## src/rtl/input_conditioner.sv

```systemverilog
// ----------------------------------------------------------------------------
// input_conditioner
//   Board front end for the ALU top. Brings raw push-buttons and switches into
//   the clock domain, debounces every button independently and turns each
//   confirmed press into a single-cycle one-hot strobe. The synchronised
//   switch value is captured alongside the strobe and held until the next one.
// ----------------------------------------------------------------------------
module input_conditioner #(
  parameter int NB_INPUT_SELECT = 3,        // bit0=DATA_A, bit1=DATA_B, bit2=OP_CODE
  parameter int NB_DATA_IN      = 8,        // switch bus width
  parameter int DEBOUNCE_CYCLES = 1000000   // stable samples needed to confirm (>=2)
) (
  input  logic                       clock,
  input  logic                       i_rst,
  input  logic [NB_INPUT_SELECT-1:0] i_btn_raw,
  input  logic [NB_DATA_IN-1:0]      i_sw_raw,
  output logic [NB_INPUT_SELECT-1:0] o_btn,
  output logic [NB_DATA_IN-1:0]      o_sw_data,
  output logic                       o_valid
);

  localparam int NB_DEB_CNT = $clog2(DEBOUNCE_CYCLES);

  // Counter constants sized to the counter so every compare/assign is width-exact.
  localparam logic [NB_DEB_CNT-1:0] CNT_ZERO = '0;
  localparam logic [NB_DEB_CNT-1:0] CNT_ONE  = NB_DEB_CNT'(1);
  localparam logic [NB_DEB_CNT-1:0] CNT_LAST = NB_DEB_CNT'(DEBOUNCE_CYCLES - 1);

  localparam logic [NB_INPUT_SELECT-1:0] SEL_ZERO = '0;
  localparam logic [NB_INPUT_SELECT-1:0] SEL_ONE  = NB_INPUT_SELECT'(1);
  localparam logic [NB_DATA_IN-1:0]      SW_ZERO  = '0;

  typedef enum logic [1:0] {
    IDLE         = 2'd0,
    PRESS_WAIT   = 2'd1,
    PRESSED      = 2'd2,
    RELEASE_WAIT = 2'd3
  } deb_state_t;

  // --------------------------------------------------------------------------
  // Two-flop synchronisers. Only the second stage (btn_s / sw_s) is used by
  // downstream logic; the first stage may go metastable.
  // --------------------------------------------------------------------------
  logic [NB_INPUT_SELECT-1:0] btn_meta;
  logic [NB_INPUT_SELECT-1:0] btn_s;
  logic [NB_DATA_IN-1:0]      sw_meta;
  logic [NB_DATA_IN-1:0]      sw_s;

  // Synchronise raw buttons and switches into the clock domain.
  always_ff @(posedge clock or posedge i_rst) begin
    if (i_rst) begin
      btn_meta <= SEL_ZERO;
      btn_s    <= SEL_ZERO;
      sw_meta  <= SW_ZERO;
      sw_s     <= SW_ZERO;
    end else begin
      btn_meta <= i_btn_raw;
      btn_s    <= btn_meta;
      sw_meta  <= i_sw_raw;
      sw_s     <= sw_meta;
    end
  end

  // --------------------------------------------------------------------------
  // Per-button debounce FSM. The counter tracks how many consecutive samples
  // have disagreed with the confirmed level; it is cleared on every state
  // change and never exceeds CNT_LAST, so it cannot wrap.
  // press_evt is registered so a confirmed press appears one cycle after the
  // confirming sample, and the output stage adds one more register.
  // --------------------------------------------------------------------------
  logic [NB_INPUT_SELECT-1:0] press_evt;

  for (genvar g = 0; g < NB_INPUT_SELECT; g++) begin : g_deb
    deb_state_t            state;
    deb_state_t            state_next;
    logic [NB_DEB_CNT-1:0] cnt;
    logic [NB_DEB_CNT-1:0] cnt_next;
    logic                  press_set;
    logic                  press_q;

    // State, counter and press-event registers for this button.
    always_ff @(posedge clock or posedge i_rst) begin
      if (i_rst) begin
        state   <= IDLE;
        cnt     <= CNT_ZERO;
        press_q <= 1'b0;
      end else begin
        state   <= state_next;
        cnt     <= cnt_next;
        press_q <= press_set;
      end
    end

    // Next-state and counter update from the synchronised button level.
    always_comb begin
      state_next = state;
      cnt_next   = cnt;
      case (state)
        IDLE: begin
          if (btn_s[g]) begin
            state_next = PRESS_WAIT;
            cnt_next   = CNT_ONE;
          end else begin
            state_next = IDLE;
            cnt_next   = CNT_ZERO;
          end
        end
        PRESS_WAIT: begin
          if (!btn_s[g]) begin
            state_next = IDLE;
            cnt_next   = CNT_ZERO;
          end else if (cnt == CNT_LAST) begin
            state_next = PRESSED;
            cnt_next   = CNT_ZERO;
          end else begin
            state_next = PRESS_WAIT;
            cnt_next   = cnt + CNT_ONE;
          end
        end
        PRESSED: begin
          if (!btn_s[g]) begin
            state_next = RELEASE_WAIT;
            cnt_next   = CNT_ONE;
          end else begin
            state_next = PRESSED;
            cnt_next   = CNT_ZERO;
          end
        end
        RELEASE_WAIT: begin
          if (btn_s[g]) begin
            state_next = PRESSED;
            cnt_next   = CNT_ZERO;
          end else if (cnt == CNT_LAST) begin
            state_next = IDLE;
            cnt_next   = CNT_ZERO;
          end else begin
            state_next = RELEASE_WAIT;
            cnt_next   = cnt + CNT_ONE;
          end
        end
        default: begin
          state_next = IDLE;
          cnt_next   = CNT_ZERO;
        end
      endcase
    end

    // Press event fires only on the PRESS_WAIT -> PRESSED transition; releases are silent.
    always_comb begin
      if ((state == PRESS_WAIT) && btn_s[g] && (cnt == CNT_LAST)) begin
        press_set = 1'b1;
      end else begin
        press_set = 1'b0;
      end
    end

    assign press_evt[g] = press_q;
  end

  // --------------------------------------------------------------------------
  // Output stage. Only the lowest-index event is forwarded; simultaneous
  // higher-index events are dropped, matching the downstream priority
  // DATA_A > DATA_B > OP_CODE.
  // --------------------------------------------------------------------------
  logic [NB_INPUT_SELECT-1:0] press_first;

  // Isolate the lowest set bit of the event vector (x & -x).
  always_comb begin
    press_first = press_evt & (~press_evt + SEL_ONE);
  end

  // Register the strobe and capture the switch value only when a strobe fires.
  always_ff @(posedge clock or posedge i_rst) begin
    if (i_rst) begin
      o_btn     <= SEL_ZERO;
      o_valid   <= 1'b0;
      o_sw_data <= SW_ZERO;
    end else begin
      o_btn   <= press_first;
      o_valid <= |press_evt;
      if (|press_evt) begin
        o_sw_data <= sw_s;
      end else begin
        o_sw_data <= o_sw_data;
      end
    end
  end

endmodule

```

## config.mk

```make
export PLATFORM = sky130hd
export DESIGN_NAME = input_conditioner
export DESIGN_NICKNAME = d
export VERILOG_FILES = /design/src/rtl/input_conditioner.sv
export SDC_FILE = /design/constraint.sdc
export NUM_CORES = 1
export LEC_CHECK = 0
export ABC_CLOCK_PERIOD_IN_PS = 3700
export CORE_UTILIZATION = 59
export DETAILED_ROUTE_END_ITERATION = 7
export PLACE_DENSITY = 0.79
export SYNTH_ARGS = -nofsm -noshare
export SYNTH_HDL_FRONTEND = slang
export SYNTH_SLANG_ARGS = --single-unit
export TNS_END_PERCENT = 50
```

## constraint.sdc

```tcl
create_clock -name clock -period 3.7 [get_ports clock]
set_clock_uncertainty 0.15 [all_clocks]
set_input_delay 0.555 -clock clock [delete_from_list [all_inputs] [get_ports clock]]
set_output_delay 0.555 -clock clock [all_outputs]
set_load 0.01 [all_outputs]
```

==> impl_metrics.yaml <==
clock_network:
  numCtsBuffers: 9
  clockRootBuffer: "sky130_fd_sc_hd__clkbuf_8"
  cts_tree: "done"
  cts_htree_levels: 3
  clk-insertion-delay-late_ps: 360
  post_cts_resized: 0
  clkTransAtPathRegs_ps: 100
  cts.hold.buffers_added: 0
  postCtsSetupBuffers: 0
  clock-sinks: 103
  clk_path_buf_depth: 2
placement:
  placedInstanceArea_um2: 4700
  place.port_buffers: 24
  gpl.final_weighted_congestion: 0.810
  place.detailed.hpwl_um: 5110
  post-place-cells: 506
floorplan:
  vertical_die_dimension_um: 88.0
  ios: 25
  core-area_um2: 6980
  placement_rows: 30
  fp.dieArea_um2: 7740
  die_w_um: 88.0
  initial_core_util_pct: 62.5
worst_setup_path:
  crit_path_max_incr_delay_ps: 670
  worst-path-buf-inv: 0
  worst_setup_path_start_kind: "register"
  endpoint_kind: "register"
  timing.critical_path.fanout_max: 20
  critical_path.cell_chain: "or4b_2 > nor4_1 > a21o_1 > a21oi_1"
  slowest_cell_on_the_critical_path: "sky130_fd_sc_hd__or4b_2"
  cp_data_required_time_ps: 3770
  timing_worst_setup_path_type: "reg -> reg"
  path_delay_family: "simple AND/OR/NAND/NOR gates"
  cp_data_arrival_time_ps: 2410
finish:
  count_of_nets_after_finishing: 437
  instances_no_fill: 522
  most_common_library_cell_in_the_layout_ignoring_fill_and_taps: "sky130_fd_sc_hd__dfrtp_1"
  num-fill-cells: 531
  highest_count_cells_in_the_layout_ignoring_fill_and_taps: "sky130_fd_sc_hd__dfrtp_1, sky130_fd_sc_hd__nor2_1, sky130_fd_sc_hd__xnor2_1"
  final_cell_area_um2: 4910
  finish.utilization_pct: 70.3
  ff_latch_area_um2: 2580
  syn2layout_area_growth_pct: 12.4
  drive_above_1_share_pct: 9.62
  multiInputGateArea_um2: 1670
  diodes: 0
synthesis:
  syn_area_um2: 4360
  postSynthAreaPerCell_um2: 11.1
  synth_compound_gate_area_share_pct: 5.79
  synth-edff-count: 0
  synthArstFlopShare_pct: 100
  synth_adder_area_share_pct: 0.860
  largest_family_of_logic_cells_by_synthesized_area: "simple AND/OR/NAND/NOR gates"
  synth.yosys.seq_area_share_pct: 59.1
  synth_nets: 409
  post_synth_xor_area_fraction_pct: 7.83
  post_synth_and_or_nand_nor_area_fraction_pct: 21.0
  ys.flop_type: "sky130_fd_sc_hd__dfrtp_1"
  synth.distinct_cells: 39
  post_synth_inst_count: 393
  postSynthRegisterBits: 103
  mux_share_of_post_synthesis_cell_area_pct: 2.84
  synth-warning-count: 0
sta:
  max-slew-margin-rel_pct: 52.5
  timing.final.crit_share_pct: 63.4
  finalHoldViolations: 0
  worst_pin_slew_ps: 713
  fin_setup_tns_ps: 0
  finalMaxSlewViolations: 0
  final.min_clock_period_ps: 2340
  finalSetupViolCount: 0
  rsz0062_at_grt: "no"
  clock.fmax_ghz: 0.427
global_route:
  grt_use_total_pct: 22.4
  grt_overflow: 0
  grt_use_met3_pct: 5.00
  wire_length_of_the_first_global_routing_pass_um: 13300
  fraction_of_met1_tracks_used_by_global_routing_pct: 29.1
  busiest_layer: "met2"
  grt_max_degree: 63
  vias_in_the_first_global_route: 2949
  groute.layer.met2.usage_pct: 37.6
  antenna_violations_before_repair: 0
power_and_ir_drop:
  post-layout-total-power_mw: 1.92
  total_leakage_power_nw: 2.01
  powerDensity_nw_per_um2: 392
  power.ir.vdd_worst_mv: 0.295
route:
  via_count: 2960
  avgRoutedWirePerCell_um: 14.1
  detailedRoute.firstPassIterationCount: 4
  post_drt_via_cell_ratio: 5.67
  post_route_drc_violation_count: 0
  final_antenna_net_count: 0
  drt_iter0_drc: 102
  route.final.wire_length_um: 7350
hold_path:
  hp-class: "reg -> reg"
outcome:
  status: "finished clean"
job:
  drv.max_cap_violation_count: 0
[routing by layer]
metal  wire (um)  up-vias
met5           0        -
met4          92        0
met3         210        9
met2        3660       47
met1        3390     1471
li1            -     1433
[report_power, final]
group | total (mW) | internal [mW] | leakage [nW] | switching [mW]
Sequential | 1.15 | 1.14 | 1.37 | 0.0112
Clock | 0.706 | 0.320 | 0.0977 | 0.386
Combinational | 0.0626 | 0.0228 | 0.536 | 0.0398
Total | 1.92 | 1.49 | 2.01 | 0.437
[cells by family (layout without fill, tap and decap cells)]
| group | after synthesis | in the layout |
|---|---|---|
| fa+ha+maj | 3 | 3 |
| flops | 103 | 103 |
| simple gates | 167 | 167 |
| compound gates | 43 | 43 |
| buf+inv | 27 | 60 |
| mux | 11 | 11 |
| xor+xnor | 39 | 39 |
[cell type report]
type | instances | share of cell area, %
Clock buffer | 9 | 2.52
Clock inverter | 7 | 1.61
Inverter | 16 | 1.28
Multi-Input combinational cell | 263 | 34.1
Sequential cell | 103 | 52.5
Tap cell | 96 | 2.45
Timing Repair Buffer | 28 | 5.51
[path summary, 6_finish.rpt]
kind	startpoint	end	slack (ps)	depth (start not counted)
min reg2reg	sw_meta[2]	sw_s[2]	210	0
max in group asynchronous	i_rst	g_deb[0].cnt[18]	2210	3
min in group asynchronous	i_rst	g_deb[0].cnt[3]	510	2
min	sw_meta[2]	sw_s[2]	210	0
max reg2reg	g_deb[1].cnt[8]	g_deb[1].cnt[0]	1360	4
max	g_deb[1].cnt[8]	g_deb[1].cnt[0]	1360	4
[state kept, by name (all words and copies together) (netlist names)]
register and count:
o_valid 1, o_btn 3, g_deb.state 6, sw_s 8, g_deb.cnt 60, g_deb.press_q 3, btn_s 3, o_sw_data 8
btn_meta 3, sw_meta 8
[synthesized netlist by cell type (9+ instances only)]
cell type / n / area share [%]
sky130_fd_sc_hd__nor3_1: 12 / 1.4
sky130_fd_sc_hd__xor2_1: 13 / 2.6
sky130_fd_sc_hd__nand4_1: 9 / 1.3
sky130_fd_sc_hd__nor2_1: 48 / 4.1
sky130_fd_sc_hd__dfrtp_1: 103 / 59
sky130_fd_sc_hd__o31ai_1: 9 / 1.5
sky130_fd_sc_hd__inv_1: 16 / 1.4
sky130_fd_sc_hd__o21ai_0: 10 / 1.1
sky130_fd_sc_hd__or3_1: 10 / 1.4
sky130_fd_sc_hd__mux2_2: 11 / 2.8
sky130_fd_sc_hd__a21oi_1: 19 / 2.2
sky130_fd_sc_hd__xnor2_1: 26 / 5.2
sky130_fd_sc_hd__nand2_1: 20 / 1.7
sky130_fd_sc_hd__or4_1: 13 / 2.2
sky130_fd_sc_hd__nand3_1: 22 / 2.5
[through the flow]
step,hold slack (ps),setup WS [ps]
after floorplan,181,291
after global placement,183,1390
after detailed placement,186,1350
after CTS,209,1340
after global routing,215,1130
final,206,1360
Note: power is estimated with default switching activity, not from simulation.
